File: src/rtl/im_loader.sv
// Byte-stream to instruction-memory loader: packs big-endian bytes into 32-bit words and writes them sequentially.
// Optional CHECKSUM output (XOR of all written words) is enabled with `define IM_LOADER_CHECKSUM_EN.
module im_loader #(
    parameter int ADDR_W = 10,
    parameter int DIM    = 1024
) (
    input  logic              clk,
    input  logic              rst_n,
    input  logic              start,
    input  logic [ADDR_W:0]   length,
    input  logic [7:0]        byte_in,
    input  logic              byte_valid,
    output logic              byte_ready,
    output logic              we,
    output logic [ADDR_W-1:0] address,
    output logic [31:0]       data,
    output logic              busy,
    output logic              done,
`ifdef IM_LOADER_CHECKSUM_EN
    output logic              error,
    output logic [31:0]       checksum
`else
    output logic              error
`endif
);

    typedef enum logic [1:0] {IDLE, COLLECT, WRITE, FINISH} state_t;

    localparam logic [ADDR_W:0]   DIM_L    = DIM[ADDR_W:0];
    localparam logic [ADDR_W:0]   LEN_ONE  = {{ADDR_W{1'b0}}, 1'b1};
    localparam logic [ADDR_W-1:0] ADDR_ONE = {{(ADDR_W-1){1'b0}}, 1'b1};

    state_t          state;
    logic [ADDR_W:0] len;
    logic [1:0]      byte_cnt;
    logic            legal_start;

    assign legal_start = (state == IDLE) && start && (length != '0) && (length <= DIM_L);

    // Outputs are registered alongside the state so each one is a clean function of the current state.
    always_ff @(posedge clk or negedge rst_n) begin
        if (!rst_n) begin
            state      <= IDLE;
            len        <= '0;
            byte_cnt   <= '0;
            byte_ready <= 1'b0;
            we         <= 1'b0;
            address    <= '0;
            data       <= '0;
            busy       <= 1'b0;
            done       <= 1'b0;
            error      <= 1'b0;
        end else begin
            unique case (state)
                IDLE: begin
                    if (start) begin
                        if (length == '0) begin
                            state <= FINISH;
                            busy  <= 1'b1;
                            done  <= 1'b1;
                        end else if (length > DIM_L) begin
                            error <= 1'b1;
                        end else begin
                            state      <= COLLECT;
                            len        <= length;
                            address    <= '0;
                            byte_cnt   <= '0;
                            error      <= 1'b0;
                            busy       <= 1'b1;
                            byte_ready <= 1'b1;
                        end
                    end
                end
                COLLECT: begin
                    if (byte_valid) begin
                        data     <= {data[23:0], byte_in};
                        byte_cnt <= byte_cnt + 2'd1;
                        if (byte_cnt == 2'd3) begin
                            state      <= WRITE;
                            byte_ready <= 1'b0;
                            we         <= 1'b1;
                        end
                    end
                end
                WRITE: begin
                    we <= 1'b0;
                    // address holds the index of the word just written, so address+1 is the words-written count
                    if (({1'b0, address} + LEN_ONE) == len) begin
                        state <= FINISH;
                        done  <= 1'b1;
                    end else begin
                        state      <= COLLECT;
                        address    <= address + ADDR_ONE;
                        byte_ready <= 1'b1;
                    end
                end
                FINISH: begin
                    state <= IDLE;
                    done  <= 1'b0;
                    busy  <= 1'b0;
                end
            endcase
        end
    end

`ifdef IM_LOADER_CHECKSUM_EN
    always_ff @(posedge clk or negedge rst_n) begin
        if (!rst_n) begin
            checksum <= '0;
        end else if (legal_start) begin
            checksum <= '0;
        end else if (state == WRITE) begin
            checksum <= checksum ^ data;
        end
    end
`endif

endmodule

File: config.mk
export PLATFORM = sky130hd
export DESIGN_NAME = im_loader
export DESIGN_NICKNAME = d
export VERILOG_FILES = /design/src/rtl/im_loader.sv
export SDC_FILE = /design/constraint.sdc
export NUM_CORES = 1
export LEC_CHECK = 0
export ABC_AREA = 1
export BUFFER_PORTS_ARGS = -buffer_cell sky130_fd_sc_hd__buf_2
export CORE_UTILIZATION = 40
export CTS_CLUSTER_SIZE = 24
export DETAILED_ROUTE_END_ITERATION = 16
export GPL_TIMING_DRIVEN = 0
export PLACE_DENSITY = 0.73
export SYNTH_ARGS = -nofsm -noshare
export SYNTH_HDL_FRONTEND = slang
export SYNTH_SLANG_ARGS = --single-unit
File: constraint.sdc
create_clock -name clk -period 3 [get_ports clk]
set_input_delay 0.3 -clock clk [delete_from_list [all_inputs] [get_ports clk]]
set_output_delay 0.3 -clock clk [all_outputs]
set_load 0.005 [all_outputs]
Word-level counts from Yosys, hierarchy flattened
Cells that the tools add are included.
Widths: inputs -> output; s select.

storage, ports and cells
  flip-flop bits (word level) = 62
  bits of input ports = 23
  output and inout port bits = 47
  word-level logic and storage cells = 83

operators by class
  add/subtract/negate cells = 3
  order comparisons = 1
  equal/unequal tests = 14
  multiplexer cells = 35
  bitwise gates (word level) = 2
  reduce and logical (&&, ||, !) cells = 18

operators with widths
  kind                   count
  $mux 10                4
  $mux 2                 10
  $pmux 10 s2            1
  $mux 1                 14
  $ne 2x2->1 const B     7
  $reduce_and 4->1       3
  $add 10x1->11 const B  1
  $eq 11x11->1           1
  $gt 11x11->1 const B   1
  $logic_not 11->1       1
  $add 10x1->10 const B  1
  $reduce_and 5->1       2
  $reduce_and 3->1       3
  $pmux 2 s4             1
  $reduce_bool 2->1      4
  $reduce_and 7->1       1
  $eq 2x2->1 const B     3
  $pmux 1 s3             2
  $reduce_bool 3->1      2
  $pmux 1 s2             2
  $pmux 2 s2             1
  $ne 3x3->1 const B     1
  $add 2x1->2 const B    1
  $eq 2x1->1 const B     1
  other kinds (4)        5

Depth between registers and ports, before layout
  depth in word-level cells = 5
  gate-level depth with buffers = 15
  depth with buffers taken out = 15

Worst setup path before layout
No wires, ideal clock.

  path type = register to register
  start = register address[0]
  end = register address[8]
  setup time = 117 ps
  arrival = 1609 ps
  path slack = 1274 ps
  stages on the path, launching flop included = 14
  path through = dfrtp_1 -> ha_1 -> nand2_1 -> nor2_4 -> nand3_1 -> nand2_1 -> nand3_1 -> nand2_1 -> nand2_1 -> nor2_2 -> nand3_2 -> buf_6 -> nand3_1 -> nand2_1

on the way
  longest elaborated chain between the ends = 4
  elaborated cells on any way between the ends = 7

ends and longest elaborated chain
  what                               RTL line  RTL
  from (decl)                        15        output logic [ADDR_W-1:0] address,
  from (signal assigned)             93        address <= address + ADDR_ONE;
  $add 10x1->11                      88        if (({1'b0, address} + LEN_ONE) == len) begin
  $eq 11x11->1                       88
  $ne 2x2->1 (no source line)        -
  $reduce_and 5->1 (no source line)  -

Parallel ways exist; a longest one is shown, timed or not. The select of a mux whose other input is x is not followed.
A chain may end at the register's enable or synchronous reset.

Worst setup path after layout
  start = register address[0]
  end = register address[7]

Same word-level chain as after synthesis.

==> impl_metrics.env <==
export IMPL_outcome="complete, no violations"
export IMPL_dieWidth_microns=88.8
export IMPL_met1_length_mm=3.20
export IMPL_std_cell_rows=31
export IMPL_drt_iter0_drc=124
export IMPL_initial_core_util_pct=41.5
export IMPL_worstSetupPathType="flip-flop to flip-flop"
export IMPL_hold_path_class="input port to asynchronous set/reset pin"
export IMPL_grt_usage_pct=20.1
export IMPL_cts_made_buffers=9
export IMPL_crit_required_ns=3.24
export IMPL_grt_pass1_wl_mm=12.0
export IMPL_holdWs_ns=0.000662
export IMPL_final_cell_mix="nand2_1 (173), buf_2 (69), dfrtp_1 (62)"
export IMPL_grt_max_degree=63
export IMPL_yosys_warnings=0
export IMPL_fin_tns_setup_ns=0
export IMPL_core_sq_um=7250
export IMPL_nNetsFinal=503
export IMPL_avgSynthCellArea_sq_um=7.57
export IMPL_clk_latency_ns=0.34
export IMPL_met3_length_microns=396
export IMPL_ff_latch_area_sq_um=1550
export IMPL_gp_congestion=0.958
export IMPL_synth_area_leaders="dfrtp_1 (52%), nand2_1 (22%), inv_1 (5.5%), o21ai_0 (5.3%), nand3_1 (4.7%)"
export IMPL_setup_ws_ns=0.998
export IMPL_tightestPinTransition_ns=0.779
export IMPL_antenna_left=0
export IMPL_crit_path_end_kind="flip-flop"
export IMPL_dieArea_sq_um=7880
export IMPL_layout_commonest_cell="nand2_1"
export IMPL_multi_input_area_sq_um=1240
export IMPL_synth_top_cell_area_share_pct=51.5
export IMPL_cp_start_kind="flip-flop"
export IMPL_vias=2769
export IMPL_fin_area_sq_um=3730
export IMPL_cp_arrival_ns=2.24
export IMPL_drc=0
export IMPL_highest_layer="met4"
export IMPL_synth_top_area_cell="dfrtp_1"
export IMPL_gr_total_overflow=0
export IMPL_avgViaCountPerCell=4.76
export IMPL_hold_viol_final=0
export IMPL_fin_crit_sh_pct=66.7
export IMPL_critical_path_startpoint="address[0]$_DFFE_PN0P_"
export IMPL_wire_per_inst_microns=12.2
export IMPL_crit_fanout=10
export IMPL_crit_reg2reg_launch="address[0]$_DFFE_PN0P_"
export IMPL_syn2layout_area_growth_pct=23.8
export IMPL_die_height_microns=88.8
export IMPL_synth_distinct_cells=27
export IMPL_max_clock_path_buffers=2
export IMPL_min_period_ns=2.00
export IMPL_reg2reg_depth=13
export IMPL_cts_resized=0
export IMPL_cts_clk_slew_worst_paths_ns=0.07
export IMPL_routed_wl_mm=7.09
export IMPL_peakVddDrop_v=0.000591
export IMPL_regToRegSetupSlack_ns=1.0
export IMPL_powerDensity_nw_per_um2=947
export IMPL_cap_violations=0
export IMPL_syn_inst=398
export IMPL_htree_levels=3
export IMPL_hold_buffers=0
export IMPL_yosysSeqAreaShare_pct=51.5
export IMPL_max_freq_ghz=0.499
export IMPL_grt_pass1_vias=2728
export IMPL_p_leak_nw=2.03
export IMPL_io_pins=70
export IMPL_wl_met2_mm=3.40
export IMPL_detail_route_first_pass_iterations=5
export IMPL_fin_worst_skew_ns=0.00864
export IMPL_placed_area_sq_um=3480
export IMPL_cts_sinks=62
export IMPL_numPortBuffers=69
export IMPL_antenna_cells=0
export IMPL_yosys_register_bits=62
export IMPL_rsz0062_at_grt="no"
export IMPL_cts_root_buf="clkbuf_8"
export IMPL_n_fill_cell=712
export IMPL_post_cts_buffers=0
export IMPL_preCtsSetupSlack_ns=0.918
export IMPL_dp_hpwl_mm=5.19
export IMPL_synth_nets=423
export IMPL_antenna_found_initial=0
export IMPL_setup_violations=0
export IMPL_max_slew_margin_pct=48.1
export IMPL_slew_viol_final=0
export IMPL_r2r_end="address[7]$_DFFE_PN0P_"
export IMPL_drive_above_1_share_pct=20.1
export IMPL_synth_area_sq_um=3010
export IMPL_cts_tree="built"
[logic make-up after synthesis]
family                   share of synthesized area, %
XOR/XNOR                                        0.291
buffers and inverters                            7.31
AO/OA/AOI/OAI                                    7.56
adder cells (fa/ha/maj)                         0.831
flip-flops                                       51.5
AND/OR/NAND/NOR                                  32.5
[sequential cells by signal, indices dropped and copies added, names as in the netlist]
signal and flops:
busy 1, address 10, byte_cnt 2, error 1, data 32, we 1
len 11, state 2, done 1, byte_ready 1
[report_power, final]
| group | switching, W | internal, W |
|---|---|---|
| registers | 0.000244 | 0.00118 |
| clock network | 0.000356 | 0.000554 |
| logic | 0.000711 | 0.000492 |
| total | 0.00131 | 0.00222 |
[critical path, stage by stage, from the launching register on]
cell	delay, ns
dfrtp_1	0.45
ha_1	0.22
nand2_1	0.12
nor2_4	0.15
nand3_1	0.11
nand2_1	0.10
nand3_1	0.07
nand2_1	0.07
nand2_1	0.06
nor2_2	0.13
nand3_2	0.11
buf_6	0.16
nand3_1	0.07
nand2_1	0.06
[layer usage]
layer / global-route usage (%) / vias to the layer above
met2: 34.3 / 84
met4: 7.04 / 0
li1: - / 1411
met5: 0 / -
met1: 24.2 / 1265
met3: 5.78 / 9
[layout make-up]
type | count | area share, %
Sequential cell | 62 | 41.6
Multi-Input combinational cell | 282 | 33.2
Timing Repair Buffer | 69 | 9.33
Inverter | 44 | 4.43
Clock buffer | 9 | 3.32
Tap cell | 99 | 3.32
Clock inverter | 7 | 3.29
Buffer | 10 | 1.48
[worst max path at each step]
stage / endpoint / cells past startpoint
global placement: address[0]$_DFFE_PN0P_ / 12
global route: address[7]$_DFFE_PN0P_ / 14
finish: address[7]$_DFFE_PN0P_ / 13
detailed placement: address[0]$_DFFE_PN0P_ / 12
CTS: address[0]$_DFFE_PN0P_ / 14
floorplan: address[8]$_DFFE_PN0P_ / 13
[synthesized netlist by cell type]
master    number
o21ai_0       32
nand3_2        1
buf_6          2
clkbuf_1       5
a32o_1         1
dfrtp_1       62
o211ai_1       1
nor2_2         5
nand3b_1       4
nor3_1         2
a21oi_1        4
nand2_1      173
ha_1           2
o21bai_1       1
nand3_1       28
buf_2          1
nand2_2        1
inv_1         44
nand4_1        3
buf_1          1
clkbuf_2       1
xor2_1         1
o31ai_1        1
a21boi_0       1
nor2_4         1
o21a_1         1
nor2_1        19
[through the flow]
step           utilization [%]  std cells  power, W
3_5_place_dp              48.0        566   0.00264
4_1_cts                   51.4        582   0.00356
5_1_grt                   51.4        582   0.00382
3_3_place_gp              48.0        566   0.00259
2_1_floorplan                -        398   0.00215
6_report                  51.4        582   0.00353
(Power assumes the default switching activity.)
